### src/rtl/fifo_pkg.sv
// Shared definitions for the 64-bit x 128-entry synchronous FIFO and its
// drain-side stream reader.
package fifo_pkg;

    localparam int ENTRY_WIDTH = 64;
    localparam int NUM_ENTRIES = 128;

    typedef logic [ENTRY_WIDTH-1:0] entry_t;

endpackage : fifo_pkg

### src/rtl/fifo_stream_reader_if.sv
// Bundles the FIFO read port and the downstream stream of the reader.
//
// Handshake semantics (downstream stream): a word transfers on every rising
// clk edge where m_valid && m_ready. Once m_valid is high, m_valid and m_data
// hold steady until that transfer; m_valid never depends on m_ready.
// FIFO side: fifo_rd_en is a pop strobe, only raised while fifo_empty is low;
// the popped word appears on fifo_rdata one cycle later and is held after.
interface fifo_stream_reader_if #(
    parameter int W = fifo_pkg::ENTRY_WIDTH
);

    logic         fifo_empty;
    logic [W-1:0] fifo_rdata;
    logic         fifo_rd_en;
    logic         m_valid;
    logic [W-1:0] m_data;
    logic         m_ready;

    // Reader side: pops the FIFO and sources the stream.
    modport master (
        input  fifo_empty,
        input  fifo_rdata,
        output fifo_rd_en,
        output m_valid,
        output m_data,
        input  m_ready
    );

    // Environment side: the FIFO plus the stream consumer.
    modport slave (
        output fifo_empty,
        output fifo_rdata,
        input  fifo_rd_en,
        input  m_valid,
        input  m_data,
        output m_ready
    );

endinterface : fifo_stream_reader_if

### src/rtl/fifo_reader_skid_buf.sv
// Small circular buffer that absorbs the FIFO read latency. Pointers wrap
// explicitly at DEPTH-1 so DEPTH need not be a power of two. The head word is
// presented combinationally; an empty buffer presents zero, so a word pushed
// into an empty buffer only becomes visible the cycle after its push.
module fifo_reader_skid_buf
    import fifo_pkg::*;
#(
    parameter int DEPTH = 3,
    parameter int W     = ENTRY_WIDTH
) (
    input  logic                       clk,
    input  logic                       reset,
    input  logic                       push_i,
    input  logic [W-1:0]               push_data_i,
    input  logic                       pop_i,
    output logic [$clog2(DEPTH+1)-1:0] count_o,
    output logic [W-1:0]               head_data_o
);

    localparam int PW = (DEPTH > 1) ? $clog2(DEPTH) : 1;
    localparam int CW = $clog2(DEPTH + 1);

    logic [W-1:0]  mem_q [DEPTH];
    logic [PW-1:0] head_q, head_d;
    logic [PW-1:0] tail_q, tail_d;
    logic [CW-1:0] count_q, count_d;

    function automatic logic [PW-1:0] wrap_inc(input logic [PW-1:0] p);
        return (p == PW'(DEPTH - 1)) ? '0 : p + 1'b1;
    endfunction

    // Next pointers and occupancy; a simultaneous push and pop leaves the count unchanged.
    always_comb begin
        head_d  = head_q;
        tail_d  = tail_q;
        count_d = count_q;
        if (push_i) begin
            tail_d = wrap_inc(tail_q);
        end
        if (pop_i) begin
            head_d = wrap_inc(head_q);
        end
        case ({push_i, pop_i})
            2'b10:   count_d = count_q + 1'b1;
            2'b01:   count_d = count_q - 1'b1;
            default: count_d = count_q;
        endcase
    end

    // Pointer and occupancy registers, cleared by the shared reset.
    always_ff @(posedge clk) begin
        if (reset) begin
            head_q  <= '0;
            tail_q  <= '0;
            count_q <= '0;
        end else begin
            head_q  <= head_d;
            tail_q  <= tail_d;
            count_q <= count_d;
        end
    end

    // Storage write at the tail; contents need no reset since count gates visibility.
    always_ff @(posedge clk) begin
        if (push_i && !reset) begin
            mem_q[tail_q] <= push_data_i;
        end
    end

    assign count_o     = count_q;
    assign head_data_o = (count_q != '0) ? mem_q[head_q] : '0;

    a_no_overflow: assert property (@(posedge clk) disable iff (reset)
        !(push_i && !pop_i && (count_q == CW'(DEPTH))));

    a_no_underflow: assert property (@(posedge clk) disable iff (reset)
        !(pop_i && (count_q == '0)));

endmodule : fifo_reader_skid_buf

### src/rtl/fifo_stream_reader.sv
// Drain-side reader for the synchronous FIFO. Pops are issued on credit: a
// pop is only requested when the local buffer has room for it plus any word
// still in flight, so the one-cycle FIFO read latency never causes loss and
// fifo_rd_en never depends on m_ready.
module fifo_stream_reader
    import fifo_pkg::*;
#(
    parameter int ENTRY_WIDTH = fifo_pkg::ENTRY_WIDTH,
    parameter int SKID_DEPTH  = 3,
    parameter int COUNT_WIDTH = 32
) (
    input  logic                            clk,
    input  logic                            reset,
    input  logic                            en,
    fifo_stream_reader_if.master            bus,
    output logic [$clog2(SKID_DEPTH+1)-1:0] buf_count,
    output logic [COUNT_WIDTH-1:0]          pop_count,
    output logic                            idle
);

    localparam int CW = $clog2(SKID_DEPTH + 1);

    logic                   inflight_q, inflight_d;
    logic [COUNT_WIDTH-1:0] pop_count_q, pop_count_d;
    logic [CW-1:0]          count_w;
    logic [ENTRY_WIDTH-1:0] head_w;
    logic [CW:0]            credit_used;
    logic                   rd_en;
    logic                   handshake;

    // Credit check and pop request; the in-flight word already owns a buffer slot.
    always_comb begin
        credit_used = {1'b0, count_w} + (CW+1)'(inflight_q);
        rd_en       = en && !bus.fifo_empty && (credit_used < (CW+1)'(SKID_DEPTH)) && !reset;
        handshake   = bus.m_valid && bus.m_ready;
        inflight_d  = rd_en;
        pop_count_d = handshake ? pop_count_q + 1'b1 : pop_count_q;
    end

    // In-flight flag and delivered-word counter.
    always_ff @(posedge clk) begin
        if (reset) begin
            inflight_q  <= 1'b0;
            pop_count_q <= '0;
        end else begin
            inflight_q  <= inflight_d;
            pop_count_q <= pop_count_d;
        end
    end

    fifo_reader_skid_buf #(
        .DEPTH (SKID_DEPTH),
        .W     (ENTRY_WIDTH)
    ) u_skid (
        .clk         (clk),
        .reset       (reset),
        .push_i      (inflight_q),
        .push_data_i (bus.fifo_rdata),
        .pop_i       (handshake),
        .count_o     (count_w),
        .head_data_o (head_w)
    );

    assign bus.fifo_rd_en = rd_en;
    assign bus.m_valid    = (count_w != '0);
    assign bus.m_data     = head_w;
    assign buf_count      = count_w;
    assign pop_count      = pop_count_q;
    assign idle           = (count_w == '0) && !inflight_q;

    a_credit: assert property (@(posedge clk) disable iff (reset)
        credit_used <= (CW+1)'(SKID_DEPTH));

endmodule : fifo_stream_reader

### src/flat_wrapper.sv
// flat-port wrapper written by rule: the top's interface ports become plain ports
module fifo_stream_reader_flat import fifo_pkg::*;
#(
    parameter int ENTRY_WIDTH = fifo_pkg::ENTRY_WIDTH,
    parameter int SKID_DEPTH  = 3,
    parameter int COUNT_WIDTH = 32
)
  (clk, reset, en, buf_count, pop_count, idle, bus_fifo_empty, bus_fifo_rdata, bus_fifo_rd_en, bus_m_valid, bus_m_data, bus_m_ready);
  fifo_stream_reader_if #(.W((64))) bus_i ();
  input  logic clk;
  input  logic reset;
  input  logic en;
  output logic [$clog2(SKID_DEPTH+1)-1:0] buf_count;
  output logic [COUNT_WIDTH-1:0] pop_count;
  output logic idle;
  input wire logic [$bits(bus_i.fifo_empty)-1:0] bus_fifo_empty;
  input wire logic [$bits(bus_i.fifo_rdata)-1:0] bus_fifo_rdata;
  output wire logic [$bits(bus_i.fifo_rd_en)-1:0] bus_fifo_rd_en;
  output wire logic [$bits(bus_i.m_valid)-1:0] bus_m_valid;
  output wire logic [$bits(bus_i.m_data)-1:0] bus_m_data;
  input wire logic [$bits(bus_i.m_ready)-1:0] bus_m_ready;
  assign bus_i.fifo_empty = bus_fifo_empty;
  assign bus_i.fifo_rdata = bus_fifo_rdata;
  assign bus_fifo_rd_en = bus_i.fifo_rd_en;
  assign bus_m_valid = bus_i.m_valid;
  assign bus_m_data = bus_i.m_data;
  assign bus_i.m_ready = bus_m_ready;
  fifo_stream_reader #(.ENTRY_WIDTH(ENTRY_WIDTH), .SKID_DEPTH(SKID_DEPTH), .COUNT_WIDTH(COUNT_WIDTH)) u_core (.clk(clk), .reset(reset), .en(en), .bus(bus_i), .buf_count(buf_count), .pop_count(pop_count), .idle(idle));
endmodule
### config.mk
export PLATFORM = sky130hd
export DESIGN_NAME = fifo_stream_reader_flat
export DESIGN_NICKNAME = d
export VERILOG_FILES = /design/src/rtl/fifo_pkg.sv /design/src/rtl/fifo_stream_reader_if.sv /design/src/rtl/fifo_reader_skid_buf.sv /design/src/rtl/fifo_stream_reader.sv /design/src/flat_wrapper.sv
export SDC_FILE = /design/constraint.sdc
export NUM_CORES = 1
export LEC_CHECK = 0
export CAP_MARGIN = 10
export CELL_PAD_IN_SITES_DETAIL_PLACEMENT = 1
export CELL_PAD_IN_SITES_GLOBAL_PLACEMENT = 1
export CORE_MARGIN = 2
export CORE_UTILIZATION = 44
export CTS_BUF_LIST = sky130_fd_sc_hd__clkbuf_8
export DETAILED_ROUTE_END_ITERATION = 7
export PLACE_DENSITY_LB_ADDON = 0.1
export RECOVER_POWER = 25
export SLEW_MARGIN = 20
export SYNTH_ARGS = -nofsm -noshare
export SYNTH_HDL_FRONTEND = slang
export SYNTH_SLANG_ARGS = --single-unit
### constraint.sdc
create_clock -name clk -period 9.2 [get_ports clk]
set_clock_uncertainty 0.2 [all_clocks]
set_input_delay 1.38 -clock clk [delete_from_list [all_inputs] [get_ports clk]]
set_output_delay 1.38 -clock clk [all_outputs]
set_load 0.1 [all_outputs]
==> impl_metrics.yaml <==
synthesis:
  synth_cells: 696
  synth_top_area_share_pct: 62.7
  synth-seq-cells: 233
  syn_area_per_cell_um2: 13.2
  yosysMostFrequentCell: "edfxtp_1"
  synth-edff-count: 192
  ys_types: 32
  yosysTopAreaCell: "edfxtp_1"
  ys_async_sr_fraction_pct: 0
  ys_top_cells_by_count: "edfxtp_1, nor2_1, a21oi_1, mux2i_1, dfxtp_1"
  syn_area_um2: 9190
  yosys_warnings: 0
  mappedNetlistNets: 769
  synth_ff_type: "edfxtp_1"
  ys_seq_area_share_pct: 71.6
  synth_area_leaders: "edfxtp_1, dfxtp_1, mux2i_1"
job:
  timing.max_cap.violations: 0
setup_path:
  timing.critical_path.cells: "clkdlybuf4s50_1, or4b_2, a21oi_1, clkdlybuf4s50_1"
  r2r_cells: 4
  r2r_start: "u_core.u_skid.count_o[0]$_SDFFE_PP0P_"
  cp_top_family: "buffers and inverters"
  reg2reg_slack_ns: 6.45
  cp-endpoint: "bus_fifo_rd_en"
  crit_slowest_cell: "clkdlybuf4s50_1"
  crit_path_start_kind: "input port"
  r2r_end: "u_core.pop_count[26]$_SDFFE_PP0N_"
  slowest_delay_ns: 1.15
  crit_required_ns: 7.62
  endpoint_kind: "output pin"
  cpMostUsedCell: "clkdlybuf4s50_1"
  critPathBufInv: 2
  crit_start: "reset"
  cp_max_fo: 2
  cp.depth: 4
  crit_type: "input port to output pin"
  cp.arrival_ns: 3.79
power_and_ir_drop:
  p_switching_uw: 985
  power_density_nw_per_um2: 231
  switching_share_pct: 35.8
  seqPwrFrac_pct: 42.6
  power_uw: 2750
  pwr-share-comb_pct: 26.7
  p_leak_uw: 0.00389
  ir_drop_uv: 143
  p_clk_share_pct: 30.7
  p_int_uw: 1770
finish:
  fin_area_um2: 11900
  stdcell_count: 1176
  drive_gt1_share_pct: 7.96
  syn2layout_area_growth_pct: 29.4
  fin_nets: 948
  fill_cells: 2046
cts:
  cts_resized: 0
  cts_max_level: 2
  clkTransAtPathRegs_ns: 0.06
  clock_latency_ns: 0.54
  holdBufCountCts: 0
  clock_path_buffers: 3
  cts_setup_buffers: 0
  cts_sinks: 233
  cts_root_buffer: "clkbuf_8"
  numCtsBuffers: 39
  cts_tree: "yes"
detailed_routing:
  drc: 0
  wl_per_cell_um: 18.6
  drt_first_pass_iters: 4
  num_vias: 6169
  drt-initial-drc-count: 299
  postRouteWirelength_mm: 21.9
  ant_nets: 0
  via_per_inst: 5.25
grt:
  grt_start_max_net_pins: 87
  grt_overflow_total: 0
  grt_pass1_wl_mm: 34.7
  antenna_found_initial: 2
  grt_usage_pct: 20.1
  grt_pass1_vias: 6753
timing:
  rsz0062_at_grt: "no"
  hold_ws_ns: 0.281
  finalHoldViolCount: 0
  fin_crit_ns: 5.37
  setup-tns-final_ns: 0
  finalSetupViolCount: 0
  max_freq_ghz: 0.186
  fin_crit_sh_pct: 58.3
  worst_pin_slew_ns: 1.03
  maxSlewViolCount: 0
  relSlewSlack_pct: 31.3
floorplanning:
  die_h_um: 149
  dieArea_um2: 22100
  dieWidth_um: 149
  core_um2: 20400
  rows: 52
  initial_core_util_pct: 45.1
  ios: 170
placed_design:
  gp_congestion: 0.727
  dpl_cell_area_um2: 11200
  place_hpwl_mm: 13.4
  dp.cells: 1104
  port_buffers: 169
run_status:
  outcome: "complete, no violations"
worst_hold_path:
  hp-class: "flop to flop"
layer usage:
layer  GRT usage (%)  part of all wire [%]  up-vias
li1                -                     -     2938
met1            24.9                    43     3017
met2            35.2                    50      177
met3            4.29                   4.9       37
met4            6.33                   2.0        0
met5               0                     0        -
power by group through the flow:
stage               registers (uW)  logic (uW)  clock network (uW)
floorplan                     1200         541                   0
global placement              1190         733                   0
detailed placement            1190         742                   0
CTS                           1170         746                 871
global route                  1170         768                 916
finish                        1170         735                 844
registers in the layout, indices dropped and copies added, names as in the netlist, named ones only:
register / cells
u_core.u_skid.head_q: 2
u_core.u_skid.count_o: 2
u_core.u_skid.mem_q: 192
u_core.pop_count: 32
u_core.inflight_q: 1
u_core.u_skid.tail_q: 2
area by class of cell:
cell class	count	area, um^2	area share [%]
diodes	2	5.00	0.0421
multi-input cells	416	2450	20.6
flip-flops and latches	233	6590	55.4
clock inverters	26	118	0.989
inverters	7	26.3	0.221
clock buffers	44	606	5.09
well taps	270	338	2.84
repair buffers	178	1760	14.8
worst min path at each step:
stage                                                end                                  from  slack (ns)  cells past startpoint
floorplan           u_core.u_skid.tail_q[1]$_SDFFE_PP0P_  u_core.u_skid.tail_q[1]$_SDFFE_PP0P_        0.26                      2
global placement       u_core.pop_count[31]$_SDFFE_PP0N_     u_core.pop_count[31]$_SDFFE_PP0N_        0.26                      2
detailed placement     u_core.pop_count[31]$_SDFFE_PP0N_     u_core.pop_count[31]$_SDFFE_PP0N_        0.27                      2
CTS                    u_core.pop_count[31]$_SDFFE_PP0N_     u_core.pop_count[31]$_SDFFE_PP0N_        0.29                      2
global route           u_core.pop_count[31]$_SDFFE_PP0N_     u_core.pop_count[31]$_SDFFE_PP0N_        0.32                      2
finish                 u_core.pop_count[31]$_SDFFE_PP0N_     u_core.pop_count[31]$_SDFFE_PP0N_        0.28                      2
tightest hold or removal path, cell delays in order (launching register included):
cell,delay (ns)
dfxtp_1,0.32
o31ai_1,0.06
a21oi_1,0.05
layout by cell type, fill, tap and decap left out, drive strengths merged, types with 6 or more instances in the layout:
cell type,instances
a21oi,93
buf,9
clkbuf,44
clkdlybuf4s50,123
clkinv,14
dfxtp,41
dlygate4sd3,46
edfxtp,192
inv,17
mux2i,64
nand2,14
nand3,8
nand4,11
nor2,146
nor3,6
o21ai,8
o31ai,15
or3,7
or4,17
xnor2,7
cells by family (layout without fill, tap and decap cells):
kind of cell               count (synthesis)  in the layout  share of synthesized area [%]
AOI/OAI and AO/OA                        116            116                           6.76
xor gates and xnor gates                  12             12                           1.14
adders and majority gates                  4              4                          0.544
buffers and inverters                     47            255                           1.96
DFF                                      233            233                           71.6
muxes                                     64             64                           6.97
other                                      0              2                              0
and+or+nand+nor                          220            220                           11.0
metrics by stage:
stage | util (%) | worst slack [ns]
floorplan | - | 2.30
global placement | 54.8 | 3.86
detailed placement | 54.8 | 3.82
CTS | 58.4 | 3.82
global route | 58.4 | 3.75
finish | 58.4 | 3.83
(Power assumes the default switching activity.)
